===== config.mk =====
export PLATFORM = sky130hd
export DESIGN_NAME = sort_vec_serializer
export DESIGN_NICKNAME = d
export VERILOG_FILES = /design/src/rtl/sort_vec_serializer_pkg.sv /design/src/rtl/sort_vec_serializer_lane_mux.sv /design/src/rtl/sort_vec_serializer.sv
export SDC_FILE = /design/constraint.sdc
export NUM_CORES = 1
export LEC_CHECK = 0
export ABC_CLOCK_PERIOD_IN_PS = 4900
export BUFFER_PORTS_ARGS = -buffer_cell sky130_fd_sc_hd__buf_2
export CAP_MARGIN = 30
export CORE_MARGIN = 10
export CORE_UTILIZATION = 59
export DETAILED_ROUTE_END_ITERATION = 12
export HOLD_SLACK_MARGIN = 0.02
export PLACE_DENSITY = 0.86
export SLEW_MARGIN = 0
export SYNTH_ARGS = -nofsm -noshare
export SYNTH_HDL_FRONTEND = slang
export SYNTH_SLANG_ARGS = --single-unit

===== constraint.sdc =====
create_clock -name clk -period 4.9 [get_ports clk]
set_input_delay 0.245 -clock clk [delete_from_list [all_inputs] [get_ports clk]]
set_output_delay 0.245 -clock clk [all_outputs]
set_load 0.01 [all_outputs]

===== src/rtl/sort_vec_serializer_pkg.sv =====
// Shared types and defaults for the sort-network output path.
// Used by sort_vec_serializer and sort_lane_mux.
package sort_pkg;
  localparam int DATA_W = 32;
  localparam int SORT_N = 10;

  typedef logic [DATA_W-1:0] data_t;

  typedef enum logic [0:0] {
    IDLE = 1'b0,
    EMIT = 1'b1
  } ser_state_t;
endpackage


===== src/rtl/sort_vec_serializer_lane_mux.sv =====
// Combinational N-to-1 lane selector over a flattened vector.
// The select is an AND-OR tree, so out-of-range selects return zero.
module sort_lane_mux
  import sort_pkg::*;
#(
  parameter int N  = SORT_N,
  parameter int W  = DATA_W,
  parameter int IW = $clog2(N)
) (
  input  logic [N*W-1:0] i_vec,
  input  logic [IW-1:0]  i_sel,
  output logic [W-1:0]   o_data
);

  // one-hot AND-OR selection of the addressed lane
  always_comb begin
    o_data = '0;
    for (int k = 0; k < N; k++) begin
      o_data = o_data | ({W{i_sel == IW'(k)}} & i_vec[k*W +: W]);
    end
  end

endmodule


===== src/rtl/sort_vec_serializer.sv =====
// Captures one sorted N-lane vector and streams it out one lane per beat,
// tagging median and last beats. Optional ordering monitor: SORT_ORDER_CHECK_EN.
module sort_vec_serializer
  import sort_pkg::*;
#(
  parameter int N       = SORT_N,
  parameter int W       = DATA_W,
  parameter bit REVERSE = 1'b0
) (
  input  logic                 clk,
  input  logic                 rst_n,
  input  logic                 in_valid,
  output logic                 in_ready,
  input  logic [N*W-1:0]       in_data,
  output logic                 out_valid,
  input  logic                 out_ready,
  output logic [W-1:0]         out_data,
  output logic [$clog2(N)-1:0] out_index,
  output logic                 out_median,
  output logic                 out_last,
  output logic                 err_order
);

  localparam int IW = $clog2(N);
  localparam logic [IW-1:0] FIRST_IDX = REVERSE ? IW'(N-1) : IW'(0);
  localparam logic [IW-1:0] LAST_IDX  = REVERSE ? IW'(0)   : IW'(N-1);
  localparam logic [IW-1:0] MED_IDX   = IW'(N/2);

  ser_state_t     r_state;
  ser_state_t     w_state_nxt;
  logic [IW-1:0]  r_cnt;
  logic [IW-1:0]  w_cnt_nxt;
  logic [N*W-1:0] r_buf;
  logic [W-1:0]   w_mux;
  logic           w_emit;
  logic           w_last;
  logic           w_beat;
  logic           w_cap;

  assign w_emit = (r_state == EMIT);
  assign w_last = w_emit && (r_cnt == LAST_IDX);
  assign w_beat = w_emit && out_ready;
  assign w_cap  = in_valid && in_ready;

  // next state, beat counter and input-side ready
  always_comb begin
    w_state_nxt = r_state;
    w_cnt_nxt   = r_cnt;
    in_ready    = 1'b0;
    case (r_state)
      IDLE: begin
        in_ready = 1'b1;
        if (in_valid) begin
          w_state_nxt = EMIT;
          w_cnt_nxt   = FIRST_IDX;
        end else begin
          w_state_nxt = IDLE;
        end
      end
      EMIT: begin
        // ready only as the final beat leaves, so a new vector lands with no bubble
        in_ready = w_last && out_ready;
        if (w_beat && w_last) begin
          if (in_valid) begin
            w_state_nxt = EMIT;
            w_cnt_nxt   = FIRST_IDX;
          end else begin
            w_state_nxt = IDLE;
          end
        end else if (w_beat) begin
          w_cnt_nxt = REVERSE ? (r_cnt - IW'(1)) : (r_cnt + IW'(1));
        end else begin
          w_state_nxt = EMIT;
        end
      end
      default: begin
        w_state_nxt = IDLE;
      end
    endcase
  end

  // state, counter and vector buffer registers
  always_ff @(posedge clk or negedge rst_n) begin
    if (!rst_n) begin
      r_state <= IDLE;
      r_cnt   <= '0;
      r_buf   <= '0;
    end else begin
      r_state <= w_state_nxt;
      r_cnt   <= w_cnt_nxt;
      if (w_cap) begin
        r_buf <= in_data;
      end
    end
  end

  sort_lane_mux #(
    .N  (N),
    .W  (W),
    .IW (IW)
  ) u_lane_mux (
    .i_vec  (r_buf),
    .i_sel  (r_cnt),
    .o_data (w_mux)
  );

  assign out_valid  = w_emit;
  assign out_data   = w_emit ? w_mux : '0;
  assign out_index  = w_emit ? r_cnt : '0;
  assign out_median = w_emit && (r_cnt == MED_IDX);
  assign out_last   = w_last;

`ifdef SORT_ORDER_CHECK_EN
  logic [W-1:0] r_prev;
  logic         r_err;
  logic         w_viol;

  // the first beat of each vector has no predecessor to compare against
  assign w_viol = w_beat && (r_cnt != FIRST_IDX) &&
                  (REVERSE ? (w_mux > r_prev) : (w_mux < r_prev));

  // previous emitted element and sticky violation flag
  always_ff @(posedge clk or negedge rst_n) begin
    if (!rst_n) begin
      r_prev <= '0;
      r_err  <= 1'b0;
    end else begin
      if (w_beat) begin
        r_prev <= w_mux;
      end
      if (w_viol) begin
        r_err <= 1'b1;
      end
    end
  end

  assign err_order = r_err;
`else
  assign err_order = 1'b0;
`endif

endmodule

=== After elaboration in Yosys (flattened, before gate mapping) ===
Cells that the tools add are included.

* Reduce and logical (&&, ||, !) cells: 7
* Equal/unequal tests: 10
* $lt $le $gt $ge: 0
* Shift operators: 0
* Div/mod/pow operators: 0
* Muxes and demuxes: 10
* Bitwise gates (word level): 20
* Add/subtract/negate cells: 1
* Multiply operators: 0

{| class="wikitable"
|+ Operators with widths
! kind !! number
|-
| $and A32 B32 Y32 || 10
|-
| $or A32 B32 Y32 || 9
|-
| $mux W32 || 1
|-
| $eq A4 B3 Y1 const B || 4
|-
| $mux W4 || 4
|-
| $eq A4 B2 Y1 const B || 2
|-
| $eq A4 B4 Y1 const B || 2
|-
| $pmux W4 S2 || 1
|-
| $logic_and A1 B1 Y1 || 6
|-
| $add A4 B1 Y4 const B || 1
|-
| $eq A4 B1 Y1 const B || 1
|-
| $logic_not A4 Y1 || 1
|-
| $pmux W1 S2 || 2
|-
| $ne A3 B1 Y1 const B || 1
|-
| $mux W1 || 2
|-
| $not A1 Y1 || 1
|}

* Memory bits (writable): 0
* Bits in latches: 0
* ROM bits: 0
* Bits in registers: 325
* Memories: 0
* Output and inout bits: 41
* Word-level logic and storage cells: 51

=== Logic depth before layout (Yosys ltp) ===
* Depth in word-level cells: 12
* Depth in mapped cells: 10
* Gate-level depth less buffers: 6

=== By module ===
From an unflattened synthesis, not the netlist that was laid out.

* Cells, all modules: 1073
* Area, all modules: 16533.4 um^2

{| class="wikitable"
|+ By module, submodules not included
! module !! instances !! cells an instance !! area an instance (um^2)
|-
| sort_vec_serializer || 1 || 752 || 14010.9
|-
| sort_lane_mux || 1 || 321 || 2522.4
|}

=== Worst setup path before layout ===
Ideal clock, no wire load.

* Path type: register -> output
* Start point: register r_cnt[0]
* End point: output port out_data[30]
* Data required time: 4.655 ns
* Path buffers: 3
* Arrival time: 1.837 ns
* Path slack: 2.818 ns
* Stages on the path, launching flop included: 8
* Cells stage by stage: dfrtp_1 -> inv_1 -> ha_1 -> buf_2 -> buf_2 -> clkbuf_1 -> a22oi_1 -> a211oi_1

* Cells in the longest elaborated chain, start to end: 12
* Elaborated cells on any way between the ends: 30
* Classes of those cells: eq/ne (9); mux (1); bitwise (19); reduce/logical (1)

{| class="wikitable"
|+ Ends and longest elaborated chain
! element !! line !! text
|-
| start: declaration || sort_vec_serializer.sv:31 || <nowiki>logic [IW-1:0] r_cnt;</nowiki>
|-
| start signal: assignment || sort_vec_serializer.sv:90 || <nowiki>r_cnt <= w_cnt_nxt;</nowiki>
|-
| $eq A4 B1 Y1 / $logic_not A4 Y1 (equally long branches) || sort_vec_serializer_lane_mux.sv:19 || <nowiki>o_data = o_data | ({W{i_sel == IW'(k)}} & i_vec[k*W +: W]);</nowiki>
|-
| $and A32 B32 Y32 || sort_vec_serializer_lane_mux.sv:19 ||
|-
| $or A32 B32 Y32 (8 in series) || sort_vec_serializer_lane_mux.sv:19 ||
|-
| $or A32 B32 Y32 (*) || sort_vec_serializer_lane_mux.sv:19 ||
|-
| $mux W32 (*) || sort_vec_serializer.sv:108 || <nowiki>assign out_data = w_emit ? w_mux : '0;</nowiki>
|-
| end: declaration || sort_vec_serializer.sv:17 || <nowiki>output logic [W-1:0] out_data,</nowiki>
|}

Mark *: on every way between the ends. The rest lies on a longest branch, timed or not.

=== Worst setup path in the final report ===
* Start point: register r_cnt[2]
* End point: output port out_data[24]

Same word-level chain as after synthesis.

==> key figures <==
Pwr
  – Total Power Consumption: roughly 14 mW
  – Net switching share of the total power: 37.3%
  – Worst vdd rail ir drop: 0.363 mV
  – Power dissipated by switching net loads: between 5 and 6 mW
  – Clock network fraction of total power: about a fifth
  – Sequential share of power: between 30 and 40%
  – Power per cell area: roughly 620 nW/um2
  – Leak pwr: between 10 and 15 nW
  – Internal power consumption: 8.72 mW
  – Fraction of power consumed by combinational cells: ~44%

Worst hold path
  – Cells on Worst Hold Path: 3
  – Min-Delay Endpoint: r_cnt[2]$_DFFE_PN0P_
  – Hold path startpoint: out_ready
  – Hold Path Class: input pin to register

Worst setup path
  – Startpoint of the most critical register-to-register path: r_cnt[1]$_DFFE_PN0P_
  – Worst-path fanout max: 46
  – Endpoint class of the critical path: primary output
  – Cell with the largest stage delay on the worst path: dfrtp_4
  – Delay of the slowest cell on the worst path: 0.85 ns
  – Series of cell instances along the critical path: buf_4 -> nor2b_1 -> buf_4 -> and2_1 -> o21ai_0 -> a21oi_1 -> buf_2
  – Crit path arrival time: 3.61 ns
  – Data required time at the worst endpoint: 4.66 ns
  – Capture instance of the worst register-to-register path: r_buf[296]$_DFFE_PN0P_
  – Crit path kind: register to primary output
  – R2R depth: 8
  – Reg-to-reg setup timing slack: 1.77 ns
  – Setup crit start kind: register
  – Cell repeated most along the worst path: buf_4

Yosys
  – Number of instances in the synthesized netlist: about 1,100
  – Fraction of registers with async set or reset after synthesis: 100%
  – Post-Syn Area per Cell: around 15 um2
  – Post-synth design cell area: around 16,000 um2
  – Count of state elements after synthesis: roughly 330
  – Cell accounting for the most synthesized area: dfrtp_1
  – Total of warnings raised by yosys: 0
  – Post-Synthesis Net Count: between 1,000 and 1,500
  – Most frequently used cell type in the post-synthesis netlist: dfrtp_1
  – Share of the yosys chip area belonging to registers: between 50 and 60%
  – Share of the synthesized area in the top cell type: 50.1%
  – Number of enable-type register cells in the synthesized netlist: 0
  – Ranking of synthesized cells by instance count: dfrtp_1, mux2_4, a22oi_1
  – Largest cells by area after synthesis: dfrtp_1, mux2_4, buf_12, a22oi_1, mux2_2
  – Netlist cell types: 52
  – Most used flip-flop cell after synthesis: dfrtp_1

Floorplanning
  – Std-Cell Rows: 60
  – Die X: between 150 and 200 um
  – Chip height: 186 um
  – Core ar.: approximately 27,000 um2
  – Die Area: between 30,000 and 40,000 um2
  – Top Ports: between 300 and 400
  – Effective utilization at floorplan: between 60% and 70%

Placed design
  – Worst-case setup slack after placement: roughly 1.5 ns
  – Final GP Congestion: approximately 0.88
  – Placed Instance Area: between 15,000 and 20,000 um2
  – HPWL reported at the end of detailed placement: approximately 32,000 um
  – Number of buffer cells added on primary ports: 363

Layout
  – Area Overhead vs Synth: 37.1%
  – Final #Nets: about 2,100
  – Combined area of the multi-input logic cells: 7180 um2
  – Design area: 22,300 um2
  – Sequential standard cell area: slightly above 8000 um2
  – Filler Cells Inserted: around 1,200
  – Share of cells above drive strength 1: 44.3%

Detailed routing
  – Ratio of routed vias to standard cells: 6.39
  – Routed Antenna Nets: 0
  – Routed len/inst: 29.7 um
  – Detailed Route WL: approximately 63,000 um
  – Drt initial violations: 1,695
  – Total via count in the routed design: 13,600
  – DRC errors left: 0
  – 1st-pass router iterations: 7

CTS
  – PostCTS Resize Cnt: 0
  – Clock buffer count from CTS: 37
  – TritonCTS clock tree: done
  – Root Buffer: clkbuf_16
  – Clock input transition at the sequential cells of the worst setup and hold paths: ~0.060 ns
  – H-tree level count: 2
  – Maximum buffer depth of the clock tree: 3
  – Clk Latency, worst-skew pair: approximately 0.51 ns
  – Number of clock sinks: 325

STA
  – RSZ-0062 raised after global routing: false
  – Worst slew margin relative to its limit: around two fifths
  – Final hold violations: 0
  – Fin Setup TNS: 0 ns
  – Fin crit period: roughly 3.9 ns
  – Max Clk Rate: 0.260 GHz
  – Total count of max-transition violations in the final report: 0
  – Period Utilization, post-route: about 79%
  – Final count of negative-setup-slack endpoints: 0
  – Final setup margin: ~1.0 ns
  – Final worst clock skew: roughly 0.020 ns
  – Worst Tran Pin Value: between 0.9 and 1 ns

Run
  – Max-Cap Viols: 0

GRT
  – Pin count of the biggest net entering global routing: between 100 and 150
  – Residual overflow from global routing: 0
  – Number of antenna violations at the first check in global routing: 8
  – Vias in the first global route: 15,000
  – Overall Global Routing Usage: between 30% and 40%
  – First-pass GRT wire length: between 90,000 and 100,000 um

Outcome
  – Run status: finished clean
kinds of logic after synthesis:
family	Yosys count	share of synthesized area, %
adder cells (fa/ha/maj)	4	0.308
AND/OR/NAND/NOR	101	3.00
multiplexers	347	30.6
other	1	0.0231
AO/OA/AOI/OAI	222	10.0
buffers and inverters	99	5.92
XOR/XNOR	1	0.0539
flip-flops	325	50.1
routing by layer:
layer | wire [um] | vias to the layer above | GRT usage (%)
met5 | 0 | - | 0
met4 | 4580 | 0 | 23.7
li1 | - | 5421 | -
met2 | 31000 | 1080 | 59.6
met3 | 6020 | 354 | 9.98
met1 | 21600 | 6726 | 39.3
registers in the layout, indices dropped and copies added (netlist names):
| signal | cells |
|---|---|
| out_valid | 1 |
| r_cnt | 4 |
| r_buf | 320 |
power by group through the flow:
stage / Sequential (mW) / Clock [mW] / Combinational [mW]
2_1_floorplan: 4.53 / 0 / 4.19
3_3_place_gp: 4.87 / 0 / 5.29
3_5_place_dp: 4.93 / 0 / 5.48
4_1_cts: 4.94 / 2.63 / 5.73
5_1_grt: 5.20 / 2.77 / 6.35
6_report: 5.15 / 2.66 / 6.10
critical path, delay by kind of cell (launching register included):
family / cells / cell delay, ns
flops: 1 / 0.85
simple gates: 2 / 0.85
buf+inv: 3 / 1.04
compound gates: 2 / 0.30
per-stage QoR:
stage               instances  hold WS, ns  utilization [%]
floorplan                1100      -0.0506                -
global placement         1735        0.324             66.1
detailed placement       1736        0.325             66.2
CTS                      2116        0.101             82.2
global route             2123        0.140             82.4
finish                   2126        0.130             82.4
worst max-delay path by stage:
stage,slack (ns),to,depth (start not counted),startpoint
2_1_floorplan,2.82,out_data[30],7,r_cnt[0]$_DFFE_PN0P_
3_3_place_gp,1.55,r_buf[296]$_DFFE_PN0P_,7,r_cnt[1]$_DFFE_PN0P_
3_5_place_dp,1.48,r_buf[283]$_DFFE_PN0P_,7,r_cnt[1]$_DFFE_PN0P_
4_1_cts,1.23,out_data[24],7,r_cnt[2]$_DFFE_PN0P_
5_1_grt,0.99,out_data[24],7,r_cnt[2]$_DFFE_PN0P_
6_report,1.05,out_data[24],7,r_cnt[2]$_DFFE_PN0P_
layout make-up:
class	instances	area share, %
sequential	325	36.5
timing repair buffer	714	24.1
clock buffer	48	4.61
multi-input combinational	676	32.2
inverter	3	0.0506
tap	341	1.92
antenna	9	0.101
clock inverter	10	0.393
placed cells by master, fill, tap and decap left out, types with 17 or more instances in the layout:
master	n
a21oi_1	35
a22oi_1	73
buf_2	362
buf_4	20
clkbuf_16	37
dfrtp_1	323
dlygate4sd3_1	322
mux2_2	41
mux2_4	289
mux2i_1	17
nand2_1	27
nor2_1	31
o22ai_1	19
what timing repair did:
action                    4_1_cts  5_1_grt
hold endpoints to repair      414        0
setup buffers                   0        0
hold buffers                  322        0
No activity file was read; power rests on OpenSTA's default activity.
